<file path="src/rtl/conv_tree_deserializer_if.sv">
// Bundle for the serial input, the relock request and the parallel output of conv_tree_deserializer.
// The master modport is the side that supplies serial data and consumes words; the slave modport is the deserializer.
interface conv_tree_deserializer_if #(
    parameter int INPUTS_NUM = 4
);
    logic                  SERIAL_IN;
    logic                  RELOCK;
    logic [INPUTS_NUM-1:0] PAR_OUT;
    logic                  PAR_VALID;
    logic                  LOCKED;

    modport master (
        output SERIAL_IN,
        output RELOCK,
        input  PAR_OUT,
        input  PAR_VALID,
        input  LOCKED
    );

    modport slave (
        input  SERIAL_IN,
        input  RELOCK,
        output PAR_OUT,
        output PAR_VALID,
        output LOCKED
    );
endinterface

</file>
<file path="src/rtl/conv_tree_deserializer.sv">
// Rebuilds INPUTS_NUM-bit words from an MSB-first serial stream, aligned on SYNC_WORD while hunting.
// Optional macro CONV_TREE_DESER_OUT_REG_EN adds one output register stage on PAR_OUT/PAR_VALID.
module conv_tree_deserializer #(
    parameter int                    INPUTS_NUM = 4,
    parameter logic [INPUTS_NUM-1:0] SYNC_WORD  = '1
) (
    input  logic                     CLK,
    input  logic                     RESET,
    conv_tree_deserializer_if.slave  bus
);

    localparam int CNT_W = $clog2(INPUTS_NUM);
    localparam logic [CNT_W-1:0] CNT_LAST = CNT_W'(INPUTS_NUM - 1);

    typedef enum logic {
        ST_HUNT,
        ST_LOCKED
    } state_t;

    state_t                  state_q, state_d;
    logic [INPUTS_NUM-1:0]   sr_q, sr_d;
    logic [CNT_W-1:0]        cnt_q, cnt_d;
    logic [INPUTS_NUM-1:0]   par_out_q, par_out_d;
    logic                    par_valid_q, par_valid_d;
    logic                    locked_q, locked_d;
    logic [INPUTS_NUM-1:0]   nxt;

    assign nxt = {sr_q[INPUTS_NUM-2:0], bus.SERIAL_IN};

    // RELOCK outranks a sync match on the same edge; sr keeps shifting regardless of state.
    always_comb begin
        sr_d        = nxt;
        state_d     = state_q;
        cnt_d       = cnt_q;
        par_out_d   = par_out_q;
        par_valid_d = 1'b0;
        if (bus.RELOCK) begin
            state_d = ST_HUNT;
            cnt_d   = '0;
        end else begin
            case (state_q)
                ST_HUNT: begin
                    if (nxt == SYNC_WORD) begin
                        state_d = ST_LOCKED;
                        cnt_d   = '0;
                    end
                end
                ST_LOCKED: begin
                    if (cnt_q == CNT_LAST) begin
                        par_out_d   = nxt;
                        par_valid_d = 1'b1;
                        cnt_d       = '0;
                    end else begin
                        cnt_d = cnt_q + CNT_W'(1);
                    end
                end
                default: begin
                    state_d = ST_HUNT;
                    cnt_d   = '0;
                end
            endcase
        end
        locked_d = (state_d == ST_LOCKED);
    end

    always_ff @(posedge CLK) begin
        if (RESET) begin
            state_q     <= ST_HUNT;
            sr_q        <= '0;
            cnt_q       <= '0;
            par_out_q   <= '0;
            par_valid_q <= 1'b0;
            locked_q    <= 1'b0;
        end else begin
            state_q     <= state_d;
            sr_q        <= sr_d;
            cnt_q       <= cnt_d;
            par_out_q   <= par_out_d;
            par_valid_q <= par_valid_d;
            locked_q    <= locked_d;
        end
    end

`ifdef CONV_TREE_DESER_OUT_REG_EN
    logic [INPUTS_NUM-1:0] par_out_r_q, par_out_r_d;
    logic                  par_valid_r_q, par_valid_r_d;

    // Extra stage ignores RELOCK so a word already captured still reaches the consumer.
    always_comb begin
        par_out_r_d   = par_out_q;
        par_valid_r_d = par_valid_q;
    end

    always_ff @(posedge CLK) begin
        if (RESET) begin
            par_out_r_q   <= '0;
            par_valid_r_q <= 1'b0;
        end else begin
            par_out_r_q   <= par_out_r_d;
            par_valid_r_q <= par_valid_r_d;
        end
    end

    assign bus.PAR_OUT   = par_out_r_q;
    assign bus.PAR_VALID = par_valid_r_q;
`else
    assign bus.PAR_OUT   = par_out_q;
    assign bus.PAR_VALID = par_valid_q;
`endif

    assign bus.LOCKED = locked_q;

endmodule

</file>
<file path="src/flat_wrapper.sv">
// flat-port wrapper written by rule: the top's interface ports become plain ports
module conv_tree_deserializer_flat 
#(
    parameter int                    INPUTS_NUM = 4,
    parameter logic [INPUTS_NUM-1:0] SYNC_WORD  = '1
)
  (CLK, RESET, bus_SERIAL_IN, bus_RELOCK, bus_PAR_OUT, bus_PAR_VALID, bus_LOCKED);
  conv_tree_deserializer_if #(.INPUTS_NUM(INPUTS_NUM)) bus_i ();
  input  logic CLK;
  input  logic RESET;
  input wire logic [$bits(bus_i.SERIAL_IN)-1:0] bus_SERIAL_IN;
  input wire logic [$bits(bus_i.RELOCK)-1:0] bus_RELOCK;
  output wire logic [$bits(bus_i.PAR_OUT)-1:0] bus_PAR_OUT;
  output wire logic [$bits(bus_i.PAR_VALID)-1:0] bus_PAR_VALID;
  output wire logic [$bits(bus_i.LOCKED)-1:0] bus_LOCKED;
  assign bus_i.SERIAL_IN = bus_SERIAL_IN;
  assign bus_i.RELOCK = bus_RELOCK;
  assign bus_PAR_OUT = bus_i.PAR_OUT;
  assign bus_PAR_VALID = bus_i.PAR_VALID;
  assign bus_LOCKED = bus_i.LOCKED;
  conv_tree_deserializer #(.INPUTS_NUM(INPUTS_NUM), .SYNC_WORD(SYNC_WORD)) u_core (.CLK(CLK), .RESET(RESET), .bus(bus_i));
endmodule
</file>
<file path="config.mk">
export PLATFORM = sky130hd
export DESIGN_NAME = conv_tree_deserializer_flat
export DESIGN_NICKNAME = d
export VERILOG_FILES = /design/src/rtl/conv_tree_deserializer_if.sv /design/src/rtl/conv_tree_deserializer.sv /design/src/flat_wrapper.sv
export SDC_FILE = /design/constraint.sdc
export NUM_CORES = 1
export LEC_CHECK = 0
export CAP_MARGIN = 25
export CORE_AREA = 2 2 39 41
export CTS_BUF_LIST = sky130_fd_sc_hd__clkbuf_8
export DETAILED_ROUTE_END_ITERATION = 8
export DIE_AREA = 0 0 41 43
export GPL_ROUTABILITY_DRIVEN = 0
export PLACE_DENSITY_LB_ADDON = 0.1
export SETUP_SLACK_MARGIN = 0.02
export SYNTH_ARGS = -nofsm -noshare
export SYNTH_HDL_FRONTEND = slang
export SYNTH_SLANG_ARGS = --single-unit
</file>
<file path="constraint.sdc">
create_clock -name CLK -period 1.15 [get_ports CLK]
set_clock_uncertainty 0.05 [all_clocks]
set_input_delay 0.23 -clock CLK [delete_from_list [all_inputs] [get_ports CLK]]
set_output_delay 0.23 -clock CLK [all_outputs]
set_load 0.1 [all_outputs]
</file>
* Word-level counts from Yosys, hierarchy flattened *
Index checks and enable logic that the tools add are counted.

word-level totals
  logic and storage cells = 20
  bits of input ports = 4
  bits in registers = 11

cells by class
  reduce and logical (&&, ||, !) cells = 3
  add/sub/neg operators = 1
  multiplexer cells = 6
  eq/ne operators = 3
  bitwise logic cells = 2

operator list
  cell                                           count
  equality test 4 bit, second input constant     1
  2-to-1 mux 2 bit                               2
  case mux 2 bit (2 select lines)                1
  2-to-1 mux 1 bit                               3
  AND reduction 3 bit                            1
  OR reduction 3 bit                             1
  adder 2 x 1 -> 2 bit, second input constant    1
  equality test 2 bit, second input constant     1
  != test 2 x 1 -> 1 bit, second input constant  1
  NOT 1 bit                                      2
  OR reduction 2 bit                             1

* Logic depth before layout (Yosys ltp) *
Gate-level depths: netlist of the first run.

  depth in word-level cells = 3
  depth in mapped cells = 3

* Least setup slack after synthesis of the first run *
OpenSTA, ideal clock, no wires.

  kind = flip-flop to flip-flop
  start point = register u_core.state_q
  end point = register u_core.par_out_q[0] (netlist: u_core.bus.PAR_OUT[0])
  period minus slack after synthesis = 1.829 ns
  arrival time = 1.659 ns
  buffers on the path = 0
  setup slack = -0.679 ns
  stages on the path, launching flop included = 3
  cell sequence = dfxtp_1 > nand3b_1 > mux2_2

between the ends
  longest elaborated chain between the ends = 1

RTL lines
  element                        line                          text
  start: declaration             conv_tree_deserializer.sv:20  state_t state_q, state_d;
  start signal: assignment       conv_tree_deserializer.sv:75  state_q <= state_d;
  AND reduction 3 bit (no line)  -
  end signal: assignment         conv_tree_deserializer.sv:78  par_out_q <= par_out_d;
  end: declaration               conv_tree_deserializer.sv:23  logic [INPUTS_NUM-1:0] par_out_q, par_out_d;

No other way between the ends.
A chain may end at the register's enable or synchronous reset.

* Worst setup path after layout of the first run *
  start point = register u_core.cnt_q[1]
  end point = register u_core.par_out_q[1] (netlist: u_core.bus.PAR_OUT[1])

between the ends
  longest elaborated chain between the ends = 2

RTL lines
  element                        line                          text
  start: declaration             conv_tree_deserializer.sv:22  logic [CNT_W-1:0] cnt_q, cnt_d;
  start signal: assignment       conv_tree_deserializer.sv:77  cnt_q <= cnt_d;
  equality test 2 bit            conv_tree_deserializer.sv:49  if (cnt_q == CNT_LAST) begin
  AND reduction 3 bit (no line)  -

No other way between the ends.

==> results of run 1 <==
[synthesized netlist by cell type]
master / instances / share of area, %
a32o_1: 1 / 2.4
buf_2: 1 / 1.2
mux2i_1: 1 / 2.4
nand3b_1: 1 / 1.8
nor2_1: 2 / 1.8
nor2b_1: 6 / 9.1
nor4b_1: 2 / 4.3
mux2_2: 3 / 8.2
o2bb2ai_1: 1 / 2.1
nand4_1: 1 / 1.5
ha_1: 1 / 3.0
dfxtp_1: 11 / 54
or4b_1: 1 / 2.4
nand2b_1: 2 / 3.0
a21boi_0: 1 / 1.8
inv_1: 1 / 0.91
[path summary, 6_finish.rpt]
kind	depth (start not counted)	slack [ns]	endpoint	startpoint
setup / recovery	3	-0.06	u_core.bus.PAR_OUT[1]	u_core.cnt_q[1]
setup reg to reg	3	-0.06	u_core.bus.PAR_OUT[1]	u_core.cnt_q[1]
hold / removal	3	0.42	u_core.cnt_q[0]	bus_RELOCK
hold reg to reg	2	0.44	u_core.bus.PAR_OUT[3]	u_core.sr_q[2]
[cell usage in the layout (no fill, tap or decap), drive strengths merged]
cell	synthesis	layout
buf	1	12
dfxtp	11	11
nor2b	6	6
mux2	3	3
clkbuf	0	3
nor2	2	2
nor4b	2	2
nand2b	2	2
inv	1	2
clkdlybuf4s50	0	2
nand3b	1	1
nand4	1	1
a32o	1	1
mux2i	1	1
a21boi	1	1
or4b	1	1
o2bb2ai	1	1
ha	1	1
dlygate4sd2	0	1
[metrics by stage]
| step | setup TNS, ns | power, mW | std cells |
|---|---|---|---|
| floorplan | -0.3372 | 0.4039 | 36 |
| global placement | -1.865 | 0.4254 | 64 |
| detailed placement | -2.119 | 0.4266 | 64 |
| CTS | -0.2994 | 0.7986 | 69 |
| global route | -0.4155 | 0.8205 | 70 |
| finish | -0.2266 | 0.7927 | 70 |
[power by group through the flow]
| stage | clock network [mW] | registers [mW] | logic, mW |
|---|---|---|---|
| after floorplan | 0 | 0.393 | 0.0112 |
| after global placement | 0 | 0.393 | 0.0322 |
| after detailed placement | 0 | 0.393 | 0.0334 |
| after CTS | 0.379 | 0.386 | 0.0341 |
| after global routing | 0.398 | 0.386 | 0.0370 |
| final | 0.372 | 0.386 | 0.0342 |
[final cells by class]
cell class	count	share of cell area (%)
multi-input combinational	23	29.75
clock inverter	1	0.5282
tap	16	2.817
timing repair buffer	15	27.82
sequential	11	32.75
clock buffer	3	5.810
inverter	1	0.5282
[registers in the layout, indices dropped and copies added (netlist names)]
signal and flops:
u_core.state_q 1, u_core.bus.PAR_OUT 4, u_core.cnt_q 2, u_core.bus.PAR_VALID 1, u_core.sr_q 3
[routing by layer]
layer | global-route usage, % | vias up
li1 | - | 161
met1 | 10.82 | 156
met2 | 17.81 | 11
met3 | 4.712 | 3
met4 | 8.000 | 0
met5 | 0 | -
[worst max-delay path: stages, from the launching register on]
cell      delay (ns)
dfxtp_2         0.35
ha_4            0.13
nand3b_1        0.20
mux2_4          0.36
[logic make-up after synthesis]
| logic type | share of synthesized area, % |
|---|---|
| flip-flops | 53.66 |
| multiplexers | 10.67 |
| AO/OA/AOI/OAI | 6.404 |
| AND/OR/NAND/NOR | 24.09 |
| adder cells (fa/ha/maj) | 3.048 |
| buffers and inverters | 2.132 |
[timing repair]
item | 4_1_cts | 5_1_grt
endpoints found under the setup margin | 6 | 6
resized for setup | 10 | 0
pin swaps | 2 | 0
buffers inserted | 1 | 1
==> metrics, run 1 <==
via count of the first global-routing pass 328; first-pass GRT wire length 1.242 mm; crit path kind register to register; global router's overall resource usage 11.21%; sw frac 19.54%; cell area after technology mapping 410.4 sq um; leftover overflow at the end of global routing 0; Clock transition at path regs 0.05 ns; placeable core region 1384 sq um; sort of element at the start of the critical path register; final design instance area without fill 710.7 sq um; sum of met3 wire segment lengths after detailed routing 50 um; Peak VDD IR 0.6702 mV; fin crit period 1.210 ns; failing checks setup timing; total die area 1763 sq um; CP max FO 4; status complete, but fails checks; Slew @ Worst Pin 0.3443 ns; number of hold-slack violations in the final timing report 0; number of buffers on the longest clock path 2; root buf cell clkbuf_8; worst-case setup slack after placement -0.3417 ns; #FFs+latches synth 11; initial antenna violation count 0; internal power contribution 0.6377 mW; Pre-Repair DR Iteration Count 4; TritonCTS clock tree built; # DRC 0; post-route core utilization 51.36%; met2 routed wirelength 464 um; pins over their slew limit 0; number of nets in the synthesized netlist 41; count of inserted antenna diode cells 0; H-tree levels 1; met1 routed wirelength after detailed routing 330 um; iteration-0 DRC count of the detailed router 1; overall die height 43 um; Yosys warning count 0; Hold Buf Count CTS 0; Worst Setup Slack, final -0.05958 ns; Port Buf Inserts 9; Max transition margin 76.73%; ratio of routed vias to standard cells 4.729; Die Span X 41 um; count of fill cells added during filler insertion 127; clk sinks 11; number of different library cells in the post-synthesis netlist 16; final net count 60; achievable clock frequency 826.7 MHz; routed wire length per instance 12.34 um; Setup-failing EPs final 5; area of combinational cells with multiple inputs 211.5 sq um; combined flip-flop and latch cell area 232.7 sq um; standard cell area after detailed placement 615.6 sq um; count of vias placed by the detailed router 331; post-detailed-routing wire length 864 um; number of top-level design ports 10; portion of total power attributed to sequential cells 48.7%; Data required, critical path 1.22 ns; power share of the combinational group 4.3%; site row count 14; worst min-delay path category input pin to register; number of routed nets with antenna violations 0; sw power 0.1549 mW; data arrival time of the critical path 1.28 ns; layout cell share with drive strength beyond 1 51.85%; initial cell density of the core 29.66%; clock latency on the worst-skew pair 0.23 ns; final cycle utilization of the critical path 105.2%; Power Dens Cells 1115 nW/um^2; Clock Power Share 47.0%; Area growth syn-to-layout 73.17%; Detailed Place HPWL 604 um; largest net degree at the start of global routing 12; post-synthesis sequential area ratio 53.66%; leakage power total 0.2891 nW; gate count after technology mapping 36; total clock buffers created by CTS 3; Max Cap Violations 0; Avg Synthesized Cell Area 11.40 sq um; uppermost layer routed met4; setup repair after global routing missed its margin yes; crit path capture type register; worst hold slack after final layout 0.4203 ns
(Power assumes the default switching activity.)
==> inputs of run 2 (changes only) <==
- clock period: 1.15 -> 1.12 ns (I/O delays scaled with it)
==> run 2 against run 1 <==
Clock power rose by 2%. The run still ends with setup timing left. Global-route usage rose by 2.5 points. Clock-buffer cell count is the same. Largest power group unchanged.
==> metrics, run 2 (synthesis gave the netlist of run 1 again) <==
fin crit period 1.244 ns; data arrival time of the critical path 1.31 ns; number of buffers on the longest clock path 2; count of inserted antenna diode cells 0; initial cell density of the core 29.66%; Setup-failing EPs final 6; TritonCTS clock tree built; Setup TNS -0.4630 ns; failing checks setup timing; site row count 14; total clock buffers created by CTS 3; H-tree levels 1; status complete, but fails checks; routed wire length per instance 13.39 um; Peak VDD IR 0.8565 mV; flop2flop setup slack -0.12 ns; standard cell area after detailed placement 623.1 sq um; number of hold-slack violations in the final timing report 0; final design instance area without fill 733.2 sq um; placeable core region 1384 sq um; crit path capture type register; ratio of routed vias to standard cells 4.708; # DRC 0; Max transition margin 78.81%; initial antenna violation count 0; placed cell count 65; number of top-level design ports 10; Power Dens Cells 1102 nW/um^2; leakage power total 0.3011 nW; clock latency on the worst-skew pair 0.23 ns; achievable clock frequency 803.6 MHz; Die Span X 41 um; Port Buf Inserts 9; pins over their slew limit 0; top library cells by usage in the layout, fill and taps aside 7 x buf_4, 7 x dfxtp_2, 6 x nor2b_1, 6 x buf_12; Worst Setup Slack, final -0.1244 ns; total power of the final layout 0.8080 mW; via count of the first global-routing pass 361; clk sinks 11; worst min-delay path category input pin to register; Area growth syn-to-layout 78.66%; iteration-0 DRC count of the detailed router 3; setup repair after global routing missed its margin yes; crit path kind register to register; flip-flop count of the largest register after layout 4; leftover overflow at the end of global routing 0; Max Cap Violations 0; root buf cell clkbuf_8; count of vias placed by the detailed router 339; number of routed nets with antenna violations 0; total die area 1763 sq um; worst hold slack after final layout 0.3803 ns; global router's overall resource usage 13.72%; largest net degree at the start of global routing 12; Final Instance Count excl. Fillers 72; sort of element at the start of the critical path register; Clock transition at path regs 0.05 ns; Slew @ Worst Pin 0.3135 ns; first-pass GRT wire length 1.552 mm; final cycle utilization of the critical path 111.1%; final net count 62; Pre-Repair DR Iteration Count 4; CP max FO 4; Data required, critical path 1.19 ns; Detailed Place HPWL 659.4 um; layout cell share with drive strength beyond 1 57.14%; overall die height 43 um; post-detailed-routing wire length 964 um
-- run 2: cell types whose count changed in the layout (fill, tap and decap cells not counted) --
cell | previous run | this run
nor4b_2 | 0 | 1
nor4b_1 | 2 | 1
dlygate4sd2_1 | 1 | 2
nor2_1 | 2 | 1
clkdlybuf4s50_1 | 2 | 1
nor2_2 | 0 | 1
buf_4 | 5 | 7
-- run 2: cell type report --
cell class,count,area [sq um]
timing repair buffer,17,211.5
clock inverter,1,3.754
multi-input combinational,23,220.2
sequential,11,232.7
fill,127,650.6
clock buffer,3,41.29
inverter,1,3.754
tap,16,20.02
-- run 2: routing by layer --
layer / vias up / routed length, um / global-route usage, %
li1: 166 / - / -
met4: 0 / 9 / 8.000
met2: 9 / 491 / 17.50
met3: 4 / 49 / 4.712
met1: 160 / 413 / 19.28
met5: - / 0 / 0
-- run 2: what timing repair did --
action / 4_1_cts / 5_1_grt
setup buffers: 3 / 0
pin swaps: 2 / 1
hold buffers: 0 / 0
endpoints found under the setup margin: 8 / 7
resized for setup: 11 / 2
-- run 2: worst paths after layout --
check / depth (start not counted) / end / from
max: 3 / u_core.bus.PAR_OUT[1] / u_core.cnt_q[1]
min reg2reg: 2 / u_core.bus.PAR_OUT[3] / u_core.sr_q[2]
min: 3 / u_core.cnt_q[0] / RESET
max reg2reg: 3 / u_core.bus.PAR_OUT[1] / u_core.cnt_q[1]
-- run 2: critical path, cell delays in order, from the launching register on --
cell and delay, ns:
dfxtp_2 0.35, ha_4 0.14, nand3b_1 0.22, mux2_4 0.37
-- run 2: per-stage QoR --
step | util, % | setup WS [ns]
6_report | 52.98 | -0.1244
3_5_place_dp | 45.03 | -0.3592
2_1_floorplan | - | -0.1182
4_1_cts | 52.35 | -0.1058
3_3_place_gp | 45.03 | -0.3401
5_1_grt | 52.98 | -0.1672
-- run 2: power breakdown --
part	total (mW)	switching, mW	leakage [nW]	internal (mW)
Sequential	0.396	0.00204	0.0935	0.394
Clock	0.378	0.139	0.0269	0.240
Combinational	0.0335	0.0150	0.181	0.0186
==> inputs of run 3 (changes only) <==
- clock period: 1.12 -> 1.4 ns (I/O delays scaled with it)
==> run 3 against run 2 <==
Largest cell class unchanged. The flow now finishes without violations. Critical endpoint is now u_core.bus.PAR_OUT[0]. Register-to-register slack improved by 0.25 ns. Largest power group unchanged. Wire length decreased by 23%. Non-clock buffer count decreased by 5.
==> metrics, run 3 (synthesis gave the netlist of run 1 again) <==
Final Instance Count excl. Fillers 67; crit path capture type register; most used routing layer in global routing met2; Hold Crit Depth 1; CP startpoint bus_RELOCK; met1 track demand over resource 11.76%; depth of the most critical reg-to-reg path 3; first-pass GRT wire length 1.235 mm; H-tree levels 1; Data required, critical path 1.47 ns; site row count 14; Max transition margin 82.64%; termination of the worst setup path u_core.bus.PAR_OUT[0]; met2 track demand over resource in global routing 15.63%; Pre-Repair DR Iteration Count 2; Port Buf Inserts 9; leading cell type in the layout, fill and taps excluded dfxtp_1; initial antenna violation count 0; total power of the final layout 0.6405 mW; count of inserted antenna diode cells 0; Peak VDD IR 0.5706 mV; crit path kind input pin to register; flip-flop count of the largest register after layout 4; layout cell share with drive strength beyond 1 31.37%; Setup TNS 0 ns; placeable core region 1384 sq um; TritonCTS clock tree built; iteration-0 DRC count of the detailed router 6; leftover overflow at the end of global routing 0; achievable clock frequency 758.9 MHz; Die Span X 41 um; post-route core utilization 46.75%; clock latency on the worst-skew pair 0.23 ns; overall die height 43 um; pins over their slew limit 0; placed cell count 63; Clock transition at path regs 0.05 ns; number of buffers on the longest clock path 2; global router's overall resource usage 11.10%; leakage power total 0.2589 nW; total clock buffers created by CTS 3; largest net degree at the start of global routing 13; number of hold-slack violations in the final timing report 0; number of routed nets with antenna violations 0; Power Dens Cells 990.1 nW/um^2; data arrival time of the critical path 1.38 ns; # DRC 0; number of top-level design ports 10; fin crit period 1.318 ns; top library cells by usage in the layout, fill and taps aside 10 x dfxtp_1, 6 x nor2b_1, 6 x buf_12; routed wire length per instance 11.06 um; clk sinks 11; met3 global-route usage 4.712%; standard cell area after detailed placement 601.8 sq um; Worst Setup Slack, final 0.08225 ns; worst reg2reg endpoint u_core.bus.PAR_OUT[0]; initial cell density of the core 29.66%; Setup-failing EPs final 0; CP max FO 4; reg-to-reg startpoint u_core.cnt_q[0]; Area growth syn-to-layout 57.62%; status complete, no violations; Slew @ Worst Pin 0.2568 ns; final design instance area without fill 646.9 sq um; setup fix buffers added after clock tree synthesis 0; root buf cell clkbuf_8; worst min-delay path category register to register; setup repair after global routing missed its margin no; cells resized by post-CTS repair 0; ratio of routed vias to standard cells 4.612; final cycle utilization of the critical path 94.12%; worst hold slack after final layout 0.4315 ns; count of vias placed by the detailed router 309; Hold Buf Count CTS 0; final net count 57; flop2flop setup slack 0.13 ns; sort of element at the start of the critical path input pin; worst-case setup slack after placement -0.1536 ns; Max Cap Violations 0; post-detailed-routing wire length 741 um; total die area 1763 sq um; via count of the first global-routing pass 310
-- run 3: layout make-up --
cell class,count,area [sq um]
Clock buffer,3,41.29
Clock inverter,1,3.754
Fill cell,130,737.0
Inverter,1,3.754
Multi-Input combinational cell,23,181.4
Sequential cell,11,224.0
Tap cell,16,20.02
Timing Repair Buffer,12,172.7
-- run 3: worst min-delay path by stage --
| stage | slack [ns] | start | endpoint |
|---|---|---|---|
| after floorplan | 0.31 | RESET | u_core.sr_q[1] |
| after global placement | 0.42 | u_core.sr_q[2] | u_core.bus.PAR_OUT[3] |
| after detailed placement | 0.43 | u_core.sr_q[0] | u_core.sr_q[1] |
| after CTS | 0.44 | u_core.sr_q[0] | u_core.sr_q[1] |
| after global routing | 0.46 | u_core.sr_q[2] | u_core.bus.PAR_OUT[3] |
| final | 0.43 | u_core.sr_q[0] | u_core.sr_q[1] |
-- run 3: worst max-delay path, stage by stage --
cell and delay (ns):
clkdlybuf4s50_1 0.50, nand3b_1 0.24, mux2_2 0.36
-- run 3: where the power goes --
group	switching, mW	internal, mW	total, mW	leakage [nW]
clock network	0.107	0.191	0.298	0.0269
logic	0.0102	0.0149	0.0251	0.142
registers	0.00167	0.316	0.317	0.0899
total	0.119	0.522	0.640	0.259
-- run 3: layer usage --
metal / part of all wire (%) / vias to the layer above
li1: - / 157
met1: 41 / 143
met2: 51 / 7
met3: 6.2 / 2
met4: 1.5 / 0
met5: 0 / -
==> variant, RTL diff (config.mk and constraints of run 1) <==
`INPUTS_NUM` is set to 4 in 3 places; all go to 8.
--- a/src/rtl/conv_tree_deserializer_if.sv
+++ b/src/rtl/conv_tree_deserializer_if.sv
@@ -1,7 +1,7 @@
 // Bundle for the serial input, the relock request and the parallel output of conv_tree_deserializer.
 // The master modport is the side that supplies serial data and consumes words; the slave modport is the deserializer.
 interface conv_tree_deserializer_if #(
-    parameter int INPUTS_NUM = 4
+    parameter int INPUTS_NUM = 8
 );
     logic                  SERIAL_IN;
     logic                  RELOCK;
--- a/src/rtl/conv_tree_deserializer.sv
+++ b/src/rtl/conv_tree_deserializer.sv
@@ -1,7 +1,7 @@
 // Rebuilds INPUTS_NUM-bit words from an MSB-first serial stream, aligned on SYNC_WORD while hunting.
 // Optional macro CONV_TREE_DESER_OUT_REG_EN adds one output register stage on PAR_OUT/PAR_VALID.
 module conv_tree_deserializer #(
-    parameter int                    INPUTS_NUM = 4,
+    parameter int                    INPUTS_NUM = 8,
     parameter logic [INPUTS_NUM-1:0] SYNC_WORD  = '1
 ) (
     input  logic                     CLK,
--- a/src/flat_wrapper.sv
+++ b/src/flat_wrapper.sv
@@ -1,7 +1,7 @@
 // flat-port wrapper written by rule: the top's interface ports become plain ports
 module conv_tree_deserializer_flat 
 #(
-    parameter int                    INPUTS_NUM = 4,
+    parameter int                    INPUTS_NUM = 8,
     parameter logic [INPUTS_NUM-1:0] SYNC_WORD  = '1
 )
   (CLK, RESET, bus_SERIAL_IN, bus_RELOCK, bus_PAR_OUT, bus_PAR_VALID, bus_LOCKED);
Ports: changed (resized bus_PAR_OUT); port bits go from 10 to 14. No check against the original RTL was run, so the function may have changed too.
==> variant against run 1 <==
  * The flow still finishes with violations (setup timing)
  * Cell count is 44% higher
  * Sequential cell count is 9 higher
  * Cell area grew 58%
  * Power is 58% higher
  * Critical endpoint is now u_core.bus.PAR_OUT[7]
  * Routed wire length up 64%
  * Synthesized area rose by 70%
  * Sequential power is 81% higher
  * Worst setup slack got worse by 160 ps
==> variant: results (changes against run 1) <==
Yosys
  • Adder-cell area share of the yosys netlist: 3.591% (+0.54 points)
  • Part of the Yosys area used for sequential elements: 57.45% (+3.8 points)
  • Number of different library cells in the post-synthesis netlist: 14 (-2)
  • Top cells by instance count after synthesis: 20 x sky130_fd_sc_hd__dfxtp_1, 10 x sky130_fd_sc_hd__nor2_1, 8 x sky130_fd_sc_hd__mux2i_1
  • Xor/xnor share of the synthesized area: 0% (unchanged)
  • Compound-cell area share of the yosys netlist: 3.232% (-3.2 points)
  • Proportion of synthesized flip-flops having asynchronous set or reset: 0% (unchanged)
  • Top cells by area in the synthesized netlist: sky130_fd_sc_hd__dfxtp_1 57%, sky130_fd_sc_hd__mux2i_1 11%, sky130_fd_sc_hd__nor2b_1 6.3%
  • Fraction of synthesized area in multiplexers: 11.49% (+0.82 points)
  • Dominant register cell in the synthesized netlist: sky130_fd_sc_hd__dfxtp_1
  • Warnings, synthesis: 0 (unchanged)
  • Mapped Nets: 70 (+71%)

Global routing
  • Met1 usage in global routing: 25.68% (+15 points)
  • Wire length of the first global-routing pass: 2470 um (+99%)
  • Global-route usage over all layers: 21.20% (+10 points)
  • Via count of the first global-routing pass: 566 (+73%)
  • Global routing usage on met3: 5.236% (+0.52 points)
  • Pin count of the biggest net entering global routing: 16 (+4)
  • Number of antenna violations at the first check in global routing: 0 (unchanged)
  • GR Util met2: 33.44% (+16 points)

STA
  • Setup violations, final: 9 (+4)
  • Final worst-path setup slack: -214.8 ps (-155.2 ps)
  • Slew at the pin closest to its max-slew limit: 202.1 ps (-142.1 ps)

Final layout
  • Fraction of layout instances using a drive strength above 1: 47.06% (-4.8 points)
  • Antenna cell count: 0 (unchanged)
  • Final design instance area without fill: 1121 um^2 (+58%)
  • Flip-flop count of the largest register, all copies and words added: 8 (+4)
  • Fillers: 86 (-32%)
  • Layout Nets: 92 (+53%)

Critical path
  • Worst path slowest cell: sky130_fd_sc_hd__dfxtp_2
  • Arrival time worst endpoint: 1460 ps (+180 ps)
  • Critical-path maximum fanout: 8 (+4)
  • Crit-path max cell delay: 340 ps (-20 ps)

Status
  • Run status: finished with violations
  • Failing checks: setup timing

Power
  • Peak ir drop on the vdd network: 0.0009516 V (+42%)
  • Pleak: 0.4782 nW (+65%)

Placement
  • Placement-stage cell area: 1031 um^2 (+67%)
  • Number of buffer cells added on primary ports: 13 (+4)
  • Post-DP HPWL: 976 um (+62%)

CTS
  • Clock latency reported for the late side of the worst-skew pair: 250 ps (+20 ps)
  • TritonCTS Buffers: 3 (unchanged)
  • Post_cts resized: 0 (-10)
  • Buffer levels on the longest clock path: 2 (unchanged)
  • Buffer type at the clock tree root: sky130_fd_sc_hd__clkbuf_8
  • Count of buffers added by post-CTS timing repair for setup: 0 (-1)
  • Reg clk slew, reported paths: 70 ps (+20 ps)
  • H-tree levels: 1 (unchanged)

Route
  • Via/cell ratio: 5.040 (+6.6%)
  • Starting DRT DRC Count: 0 (-1)
  • Number of iterations in the first detailed-routing pass: 1 (-3)
  • Routed wire length per instance: 13.99 um (+13%)

Hold path
  • Classification of the worst-slack hold path: primary input to flip-flop
## variant: power breakdown
group	switching, W	internal, W	leakage (nW)
registers	0.00000447	0.000695	0.168
logic	0.0000185	0.0000185	0.281
clock network	0.000215	0.000304	0.0288
## variant: layout make-up
class                   count  area share, %
flip-flops and latches     20          37.28
multi-input cells          42          30.13
repair buffers             19          25.89
clock buffers               4          4.911
well taps                  16          1.786
## variant: path summary, 6_finish.rpt
kind	from	endpoint	depth (start not counted)
max	u_core.cnt_q[1]	u_core.bus.PAR_OUT[7]	6
min	bus_RELOCK	u_core.state_q	4
max reg2reg	u_core.cnt_q[1]	u_core.bus.PAR_OUT[7]	6
min reg2reg	u_core.sr_q[5]	u_core.sr_q[6]	1
## variant: logic make-up (layout without fill, tap and decap cells)
group	count (synthesis)	in the layout
AND/OR/NAND/NOR	28	28
buffers and inverters	2	23
adder cells (fa/ha/maj)	2	2
multiplexers	8	8
AO/OA/AOI/OAI	4	4
flip-flops	20	20
## variant: layer usage
metal / vias up / share of wire [%]
met4: 0 / 0.57
met2: 10 / 51
met1: 237 / 44
met3: 2 / 3.7
met5: - / 0
li1: 260 / -
## variant: through the flow
step | cells | setup slack, ps | TNS [ps] | hold WS (ps)
global route | 101 | -251.4 | -1977 | 358.7
CTS | 101 | -221.8 | -1784 | 447.0
global placement | 97 | -246.3 | -3117 | 419.5
detailed placement | 97 | -352.7 | -3874 | 434.1
floorplan | 64 | -95.51 | -700.9 | 251.6
finish | 101 | -214.8 | -1559 | 341.2
## variant: critical path, delay by kind of cell (launching register included)
family	cells	cell delay, ps
adder cells (fa/ha/maj)	2	310
buffers and inverters	1	150
flip-flops	1	340
AND/OR/NAND/NOR	2	180
multiplexers	1	220
